`config.mk`:
```
export PLATFORM = sky130hd
export DESIGN_NAME = exec_ctrl
export DESIGN_NICKNAME = d
export VERILOG_FILES = /design/src/rtl/exec_ctrl_pkg.sv /design/src/rtl/exec_ctrl_mem_align.sv /design/src/rtl/exec_ctrl.sv
export SDC_FILE = /design/constraint.sdc
export NUM_CORES = 1
export LEC_CHECK = 0
export BUFFER_PORTS_ARGS = -buffer_cell sky130_fd_sc_hd__buf_2
export CAP_MARGIN = 20
export CORE_ASPECT_RATIO = 0.8
export CORE_MARGIN = 8
export CORE_UTILIZATION = 45
export CTS_CLUSTER_DIAMETER = 200
export DETAILED_ROUTE_END_ITERATION = 8
export HOLD_SLACK_MARGIN = 0.15
export PLACE_DENSITY = 0.78
export SYNTH_ARGS = -nofsm -noshare
export SYNTH_HDL_FRONTEND = slang
export SYNTH_SLANG_ARGS = --single-unit
export TNS_END_PERCENT = 50
```
`constraint.sdc`:
```
create_clock -name clk -period 3.65 [get_ports clk]
set_input_delay 0.5475 -clock clk [delete_from_list [all_inputs] [get_ports clk]]
set_output_delay 0.5475 -clock clk [all_outputs]
set_load 0.005 [all_outputs]
```
`src/rtl/exec_ctrl_pkg.sv`:
```
// exec_ctrl_pkg: shared ALU operation codes, execute FSM state encodings,
// misalignment trap cause codes and opcode classification helpers.
package exec_ctrl_pkg;

    localparam logic ENABLE  = 1'b1;
    localparam logic DISABLE = 1'b0;

    // ALU operation codes (6-bit alucode from the decoder)
    localparam logic [5:0] ALU_LUI  = 6'd0;
    localparam logic [5:0] ALU_JAL  = 6'd1;
    localparam logic [5:0] ALU_JALR = 6'd2;
    localparam logic [5:0] ALU_BEQ  = 6'd3;
    localparam logic [5:0] ALU_BNE  = 6'd4;
    localparam logic [5:0] ALU_BLT  = 6'd5;
    localparam logic [5:0] ALU_BGE  = 6'd6;
    localparam logic [5:0] ALU_BLTU = 6'd7;
    localparam logic [5:0] ALU_BGEU = 6'd8;
    localparam logic [5:0] ALU_LB   = 6'd9;
    localparam logic [5:0] ALU_LH   = 6'd10;
    localparam logic [5:0] ALU_LW   = 6'd11;
    localparam logic [5:0] ALU_LBU  = 6'd12;
    localparam logic [5:0] ALU_LHU  = 6'd13;
    localparam logic [5:0] ALU_SB   = 6'd14;
    localparam logic [5:0] ALU_SH   = 6'd15;
    localparam logic [5:0] ALU_SW   = 6'd16;
    localparam logic [5:0] ALU_ADD  = 6'd17;
    localparam logic [5:0] ALU_SUB  = 6'd18;
    localparam logic [5:0] ALU_XOR  = 6'd19;
    localparam logic [5:0] ALU_OR   = 6'd20;
    localparam logic [5:0] ALU_AND  = 6'd21;
    localparam logic [5:0] ALU_SLL  = 6'd22;
    localparam logic [5:0] ALU_SRL  = 6'd23;
    localparam logic [5:0] ALU_SRA  = 6'd24;
    localparam logic [5:0] ALU_SLT  = 6'd25;
    localparam logic [5:0] ALU_SLTU = 6'd26;

    // Execute FSM state encodings
    typedef enum logic [1:0] {
        EXEC_ST_IDLE = 2'd0,
        EXEC_ST_EXEC = 2'd1,
        EXEC_ST_MEM  = 2'd2,
        EXEC_ST_WB   = 2'd3
    } exec_state_t;

    // Misalignment trap causes
    localparam logic [1:0] TRAP_NONE   = 2'd0;
    localparam logic [1:0] TRAP_HALF   = 2'd1;
    localparam logic [1:0] TRAP_WORD   = 2'd2;
    localparam logic [1:0] TRAP_TARGET = 2'd3;

    function automatic logic is_load(input logic [5:0] code);
        return (code == ALU_LB) || (code == ALU_LH) || (code == ALU_LW) ||
               (code == ALU_LBU) || (code == ALU_LHU);
    endfunction

    function automatic logic is_store(input logic [5:0] code);
        return (code == ALU_SB) || (code == ALU_SH) || (code == ALU_SW);
    endfunction

    function automatic logic is_branch(input logic [5:0] code);
        return (code == ALU_BEQ) || (code == ALU_BNE) || (code == ALU_BLT) ||
               (code == ALU_BGE) || (code == ALU_BLTU) || (code == ALU_BGEU);
    endfunction

    function automatic logic is_jump(input logic [5:0] code);
        return (code == ALU_JAL) || (code == ALU_JALR);
    endfunction

endpackage

```
`src/rtl/exec_ctrl_mem_align.sv`:
```
// exec_ctrl_mem_align: combinational data-memory lane alignment (mem_align).
// Produces store strobes and replicated store data, extends load data from
// the addressed lane, and flags halfword/word accesses that are misaligned.
module exec_ctrl_mem_align
    import exec_ctrl_pkg::*;
(
    input  logic [5:0]  i_alucode,
    input  logic [1:0]  i_addr_lo,
    input  logic [31:0] i_store_data,
    input  logic [31:0] i_rdata,
    output logic [3:0]  o_wstrb,
    output logic [31:0] o_wdata,
    output logic [31:0] o_load_data,
    output logic        o_misalign
);

    logic [7:0]  w_byte;
    logic [15:0] w_half;

    // Select the addressed byte and halfword lanes of the read word
    always_comb begin
        w_byte = i_rdata[7:0];
        case (i_addr_lo)
            2'd1:    w_byte = i_rdata[15:8];
            2'd2:    w_byte = i_rdata[23:16];
            2'd3:    w_byte = i_rdata[31:24];
            default: w_byte = i_rdata[7:0];
        endcase
        w_half = i_addr_lo[1] ? i_rdata[31:16] : i_rdata[15:0];
    end

    // Per-opcode strobes, lane replication, load extension and alignment check
    always_comb begin
        o_wstrb     = 4'b0000;
        o_wdata     = 32'd0;
        o_load_data = 32'd0;
        o_misalign  = 1'b0;
        case (i_alucode)
            ALU_LB:  o_load_data = {{24{w_byte[7]}}, w_byte};
            ALU_LBU: o_load_data = {24'd0, w_byte};
            ALU_LH: begin
                o_load_data = {{16{w_half[15]}}, w_half};
                o_misalign  = i_addr_lo[0];
            end
            ALU_LHU: begin
                o_load_data = {16'd0, w_half};
                o_misalign  = i_addr_lo[0];
            end
            ALU_LW: begin
                o_load_data = i_rdata;
                o_misalign  = |i_addr_lo;
            end
            ALU_SB: begin
                o_wstrb = 4'b0001 << i_addr_lo;
                o_wdata = {4{i_store_data[7:0]}};
            end
            ALU_SH: begin
                o_wstrb    = 4'b0011 << {i_addr_lo[1], 1'b0};
                o_wdata    = {2{i_store_data[15:0]}};
                o_misalign = i_addr_lo[0];
            end
            ALU_SW: begin
                o_wstrb    = 4'b1111;
                o_wdata    = i_store_data;
                o_misalign = |i_addr_lo;
            end
            default: ;
        endcase
    end

endmodule

```
`src/rtl/exec_ctrl.sv`:
```
// exec_ctrl: multi-cycle execute-stage controller for one RV32I instruction
// at a time. Latches decoded operands, drives the external ALU for one cycle,
// issues a data-memory transaction for loads/stores, then pulses writeback
// and/or fetch redirect.
// Optional feature macro: EXEC_MISALIGN_TRAP_EN (misalignment trap checks).
//
// state | meaning
// IDLE  | dec_ready high, waiting for a decoded instruction
// EXEC  | ALU driven from latched fields, result/branch outcome captured
// MEM   | memory request held until mem_ack, load data captured
// WB    | one-cycle writeback / redirect / trap pulses
module exec_ctrl
    import exec_ctrl_pkg::*;
(
    input  logic        clk,
    input  logic        rst_n,
    input  logic        dec_valid,
    output logic        dec_ready,
    input  logic [5:0]  dec_alucode,
    input  logic [31:0] dec_op1,
    input  logic [31:0] dec_op2,
    input  logic [31:0] dec_store_data,
    input  logic [31:0] dec_pc,
    input  logic [31:0] dec_imm,
    input  logic [4:0]  dec_rd,
    output logic [5:0]  alu_code,
    output logic [31:0] alu_op1,
    output logic [31:0] alu_op2,
    input  logic [31:0] alu_result,
    input  logic        alu_br_taken,
    output logic        mem_req,
    output logic        mem_we,
    output logic [31:0] mem_addr,
    output logic [31:0] mem_wdata,
    output logic [3:0]  mem_wstrb,
    input  logic        mem_ack,
    input  logic [31:0] mem_rdata,
    output logic        wb_valid,
    output logic [4:0]  wb_rd,
    output logic [31:0] wb_data,
    output logic        redir_valid,
    output logic [31:0] redir_target,
    output logic        trap_valid,
    output logic [1:0]  trap_cause
);

    exec_state_t r_state;
    exec_state_t w_state_nxt;

    logic        r_rst_done;
    logic [5:0]  r_code;
    logic [31:0] r_op1;
    logic [31:0] r_op2;
    logic [31:0] r_sdata;
    logic [31:0] r_pc;
    logic [31:0] r_imm;
    logic [4:0]  r_rd;
    logic [31:0] r_addr;
    logic [31:0] r_wb_data;
    logic [31:0] r_target;
    logic        r_wb_en;
    logic        r_redir_en;

    logic        w_idle;
    logic        w_exec;
    logic        w_mem;
    logic        w_wb;
    logic        w_accept;
    logic        w_is_load;
    logic        w_is_store;
    logic        w_is_mem;
    logic        w_is_branch;
    logic        w_writes_rd;
    logic        w_redir_take;
    logic [31:0] w_target;
    logic [1:0]  w_addr_lo;
    logic [3:0]  w_wstrb;
    logic [31:0] w_wdata;
    logic [31:0] w_load_data;
    logic        w_misalign;
    logic        w_trap_hit;

    assign w_idle = (r_state == EXEC_ST_IDLE);
    assign w_exec = (r_state == EXEC_ST_EXEC);
    assign w_mem  = (r_state == EXEC_ST_MEM);
    assign w_wb   = (r_state == EXEC_ST_WB);

    // dec_ready stays low until the first clock after reset release
    assign dec_ready = w_idle && r_rst_done;
    assign w_accept  = dec_valid && dec_ready;

    assign w_is_load    = is_load(r_code);
    assign w_is_store   = is_store(r_code);
    assign w_is_mem     = w_is_load || w_is_store;
    assign w_is_branch  = is_branch(r_code);
    assign w_writes_rd  = !w_is_branch && !w_is_store;
    assign w_redir_take = is_jump(r_code) || (w_is_branch && alu_br_taken);

    // Redirect adder: JALR uses rs1+imm with bit 0 cleared, others pc+imm
    always_comb begin
        w_target = r_pc + r_imm;
        if (r_code == ALU_JALR) begin
            w_target = (r_op1 + r_imm) & ~32'd1;
        end
    end

    // Lane select comes straight from the ALU during EXEC for the trap check,
    // and from the captured address while the request is outstanding
    assign w_addr_lo = w_exec ? alu_result[1:0] : r_addr[1:0];

    exec_ctrl_mem_align u_mem_align (
        .i_alucode    (r_code),
        .i_addr_lo    (w_addr_lo),
        .i_store_data (r_sdata),
        .i_rdata      (mem_rdata),
        .o_wstrb      (w_wstrb),
        .o_wdata      (w_wdata),
        .o_load_data  (w_load_data),
        .o_misalign   (w_misalign)
    );

`ifdef EXEC_MISALIGN_TRAP_EN
    logic       r_trap;
    logic [1:0] r_trap_cause;
    logic [1:0] w_trap_cause;

    // Classify misaligned accesses and misaligned taken redirects in EXEC
    always_comb begin
        w_trap_hit   = 1'b0;
        w_trap_cause = TRAP_NONE;
        if (w_is_mem && w_misalign) begin
            w_trap_hit   = 1'b1;
            w_trap_cause = ((r_code == ALU_LW) || (r_code == ALU_SW)) ? TRAP_WORD : TRAP_HALF;
        end else if (w_redir_take && (w_target[1:0] != 2'b00)) begin
            w_trap_hit   = 1'b1;
            w_trap_cause = TRAP_TARGET;
        end
    end

    // Hold the trap outcome from EXEC until the WB pulse
    always_ff @(posedge clk or negedge rst_n) begin
        if (!rst_n) begin
            r_trap       <= DISABLE;
            r_trap_cause <= TRAP_NONE;
        end else if (w_exec) begin
            r_trap       <= w_trap_hit;
            r_trap_cause <= w_trap_cause;
        end
    end

    assign trap_valid = w_wb && r_trap;
    assign trap_cause = trap_valid ? r_trap_cause : TRAP_NONE;
`else
    logic w_unused_misalign;
    assign w_unused_misalign = w_misalign;
    assign w_trap_hit = 1'b0;
    assign trap_valid = 1'b0;
    assign trap_cause = TRAP_NONE;
`endif

    // State register
    always_ff @(posedge clk or negedge rst_n) begin
        if (!rst_n) begin
            r_state <= EXEC_ST_IDLE;
        end else begin
            r_state <= w_state_nxt;
        end
    end

    // Next-state logic
    always_comb begin
        w_state_nxt = r_state;
        case (r_state)
            EXEC_ST_IDLE: if (w_accept) w_state_nxt = EXEC_ST_EXEC;
            EXEC_ST_EXEC: begin
                if (w_trap_hit)    w_state_nxt = EXEC_ST_WB;
                else if (w_is_mem) w_state_nxt = EXEC_ST_MEM;
                else               w_state_nxt = EXEC_ST_WB;
            end
            EXEC_ST_MEM:  if (mem_ack) w_state_nxt = EXEC_ST_WB;
            EXEC_ST_WB:   w_state_nxt = EXEC_ST_IDLE;
            default:      w_state_nxt = EXEC_ST_IDLE;
        endcase
    end

    // Marks the first clock edge after reset release
    always_ff @(posedge clk or negedge rst_n) begin
        if (!rst_n) begin
            r_rst_done <= DISABLE;
        end else begin
            r_rst_done <= ENABLE;
        end
    end

    // Operand latches and result capture across EXEC and MEM
    always_ff @(posedge clk or negedge rst_n) begin
        if (!rst_n) begin
            r_code     <= 6'd0;
            r_op1      <= 32'd0;
            r_op2      <= 32'd0;
            r_sdata    <= 32'd0;
            r_pc       <= 32'd0;
            r_imm      <= 32'd0;
            r_rd       <= 5'd0;
            r_addr     <= 32'd0;
            r_wb_data  <= 32'd0;
            r_target   <= 32'd0;
            r_wb_en    <= DISABLE;
            r_redir_en <= DISABLE;
        end else begin
            if (w_accept) begin
                r_code  <= dec_alucode;
                r_op1   <= dec_op1;
                r_op2   <= dec_op2;
                r_sdata <= dec_store_data;
                r_pc    <= dec_pc;
                r_imm   <= dec_imm;
                r_rd    <= dec_rd;
            end
            if (w_exec) begin
                r_addr     <= alu_result;
                r_wb_data  <= alu_result;
                r_target   <= w_target;
                r_wb_en    <= w_writes_rd && (r_rd != 5'd0) && !w_trap_hit;
                r_redir_en <= w_redir_take && !w_trap_hit;
            end
            if (w_mem && mem_ack && w_is_load) begin
                r_wb_data <= w_load_data;
            end
        end
    end

    assign alu_code = w_exec ? r_code : 6'd0;
    assign alu_op1  = w_exec ? r_op1  : 32'd0;
    assign alu_op2  = w_exec ? r_op2  : 32'd0;

    // Memory outputs are pure functions of state so reset drops them at once
    assign mem_req   = w_mem;
    assign mem_we    = w_mem && w_is_store;
    assign mem_addr  = w_mem ? r_addr : 32'd0;
    assign mem_wdata = (w_mem && w_is_store) ? w_wdata : 32'd0;
    assign mem_wstrb = (w_mem && w_is_store) ? w_wstrb : 4'b0000;

    assign wb_valid     = w_wb && r_wb_en;
    assign wb_rd        = wb_valid ? r_rd : 5'd0;
    assign wb_data      = wb_valid ? r_wb_data : 32'd0;
    assign redir_valid  = w_wb && r_redir_en;
    assign redir_target = redir_valid ? r_target : 32'd0;

endmodule

```
==> results_dict.tcl <==
set metrics [dict create \
    initial_core_util 0.451 \
    routed-via-count 14200 \
    cts_inserted_buffers 29 \
    cp_max_fo 16 \
    dieHeight_um 185 \
    synth_common_cells "dfrtp_1 (272), mux2_2 (199), and2_1 (124)" \
    synth-main-ff-cell "dfrtp_1" \
    grt_pass1_wl_um 81600 \
    htree_levels 1 \
    slowest_stage "dfrtp_1" \
    routabilityCongestion 0.941 \
    track_usage 0.245 \
    antenna_found_initial 9 \
    ir_drop_mv 0.573 \
    synth.largest_area_cell "dfrtp_1" \
    cts_tree "built" \
    grt-ovfl-total 0 \
    synth.most_common_cell "dfrtp_1" \
    synth_seq_cells 272 \
    crit_family "simple AND/OR/NAND/NOR gates" \
    drtIter0Drc 1094 \
    clockBufferDepth 3 \
    crit_chain "nor3_1 -> and3_1 -> or2_0 -> buf_4 -> o21ai_1 -> buf_4 -> inv_2 -> and2_1 -> buf_2" \
    n_fill_cell 3145 \
    grt_pass1_vias 14500 \
    die_area_um2 42000 \
    portBuffers 451 \
    finalSetupTns_ns 0 \
    clockRootBuffer "clkbuf_16" \
    crit_buf_inv 4 \
    clock_sinks 272 \
    avgRoutedWirePerCell_um 21.6 \
    synth_cells 1579 \
    cp_common_cell "buf_4" \
    clk_pin_slew_worst_paths_ns 0.07 \
    critical_path_class "flip-flop to output pin" \
    firstDrtPassIters 5 \
    period_share 0.937 \
    yosys_warnings 0 \
    fmax_ghz 0.292 \
    fin_crit_ns 3.42 \
    clk-insertion-delay-late_ns 0.56 \
    powerDensity_nw_per_um2 987 \
    seq_area_frac_synth 0.424 \
    finalNonFillerCells 2500 \
    synth_top_area_frac 0.424 \
    setup_viol 0 \
    drv_cap 0 \
    power.leakage_uw 0.00987 \
    status "finished clean" \
    syn2layout_area_growth_pct 23.8 \
    cp.required_ns 3.10 \
    cp-start-kind "flip-flop" \
    rows 62 \
    drive_above_1_share 0.378 \
    hold_path.class "primary input to flip-flop" \
    num_io_pins 455 \
    hold_viol_final 0 \
    synth-edff-count 0 \
    critPathMaxStageDelay_ns 0.53 \
    arrival_ns 2.87 \
    placed_cells 2439 \
    rsz0062_at_grt "false" \
    synthTopCellsByArea "dfrtp_1 (42%), mux2_2 (14%), ha_1 (5.1%)" \
    avgViaCountPerCell 5.67 \
    place_hpwl_um 40800 \
    layout.nets 2302 \
    async_flop_share 1.00 \
    maxSlewViolCount 0 \
    postRouteWirelength_um 54000 \
    drcViolationCount 0 \
    die_x_um 227 \
    synth_area_um2 16000 \
    critPathCaptureType "output pin" \
    max-slew-margin-rel 0.364 \
    grt_max_degree 111 \
    avgSynthCellArea_um2 10.2 \
    worst_pin_slew_ns 0.953 \
    ys_types 78 \
    antenna_left 0 \
    fin_skew_ns 0.0179 \
    fp.coreArea_um2 35500 \
]
==> cell usage in the layout (no fill, tap or decap), types with 7 or more instances in the layout <==
cell       count
mux2i_1       13
o21ai_1       35
mux2_2       199
buf_2        450
clkbuf_16     29
nor2_1        88
nand4_1       10
a22oi_1       31
a21o_1        31
o21bai_1       9
xnor2_1       29
nand3_1       15
o211ai_1       7
nor2b_1       17
nor3_1        13
clkbuf_1       7
a211oi_1      24
xor2_1        23
dfrtp_1      272
o21a_1         9
and2_1       124
inv_1         27
nand2_1       91
a31oi_1       28
ha_1          64
a21oi_1      113
buf_4         24
and3_1        78
o21ai_0       33
==> metrics by stage <==
stage               hold WS (ns)  cell area [um2]   util  setup slack, ns  power, uW
CTS                        0.182            19800  0.557           0.0809      19500
finish                     0.212            19800  0.559            0.229      19600
global route               0.191            19800  0.559           0.0217      21000
floorplan                  0.252            16000      -            0.878      13100
global placement           0.455            18800  0.529            0.535      16100
detailed placement         0.464            18800  0.529            0.481      16400
==> sequential cells by signal, indices dropped and copies added, names as in the netlist <==
register and cells:
r_target 32, r_code 6, r_op1 32, r_pc 32
r_op2 32, r_addr 32, r_sdata 32, r_imm 32
r_rst_done 1, r_redir_en 1, r_wb_data 32, r_wb_en 1
r_rd 5, r_state 2
==> metal layers <==
| layer | vias up | track usage | part of all wire |
|---|---|---|---|
| met5 | - | 0 | 0.00080 |
| met4 | 8 | 0.0979 | 0.041 |
| met3 | 128 | 0.0603 | 0.088 |
| met2 | 700 | 0.393 | 0.46 |
| met1 | 6842 | 0.316 | 0.41 |
| li1 | 6497 | - | - |
==> path summary, 6_finish.rpt <==
kind	startpoint	to	slack, ns	cells after the start
setup / recovery	r_code[1]	mem_wdata[0]	0.23	9
min in group asynchronous	rst_n	r_addr[24]	0.69	2
setup reg to reg	r_imm[0]	r_target[30]	0.45	11
hold / removal	dec_store_data[19]	r_sdata[19]	0.21	2
max in group asynchronous	rst_n	r_sdata[13]	2.10	3
hold reg to reg	r_addr[11]	r_addr[11]	0.48	1
==> worst reg2reg max path: stages, from the launching register on <==
cell      delay (ns)
dfrtp_1         0.41
and2_1          0.18
fa_1            0.40
a21oi_1         0.22
nor2_1          0.10
o31ai_2         0.50
nand4_1         0.24
a41oi_2         0.35
o21ai_1         0.15
a31o_1          0.26
a32oi_1         0.16
o211ai_1        0.11
==> cell families (layout without fill, tap and decap cells) <==
logic type               after synthesis  in the layout  share of synthesized area
adder cells (fa/ha/maj)               68             68                     0.0540
flip-flops                           272            272                      0.424
multiplexers                         217            217                      0.155
AND/OR/NAND/NOR                      460            460                      0.150
AO/OA/AOI/OAI                        377            377                      0.156
XOR/XNOR                              52             52                     0.0284
other                                  2             10                   0.000468
buffers and inverters                131            564                     0.0322
==> what timing repair did <==
action,in CTS,in global routing
hold endpoints to repair,105,0
setup endpoints to repair,0,8
hold buffers,1,0
gates resized for setup,0,2
buffers inserted,0,0
==> area by class of cell <==
class	count	area, um2	area share
clock inverter	13	180	0.00908
clock buffer	38	779	0.0393
inverter	30	113	0.00567
sequential	272	6810	0.343
tap	480	601	0.0303
timing repair buffer	483	2600	0.131
antenna	6	15.0	0.000756
multi-input combinational	1178	8760	0.441
==> power by group <==
| part | switching [uW] | internal, uW |
|---|---|---|
| clock | 1250 | 1780 |
| sequential | 1220 | 4570 |
| combinational | 5900 | 4870 |
(Power assumes the default switching activity.)
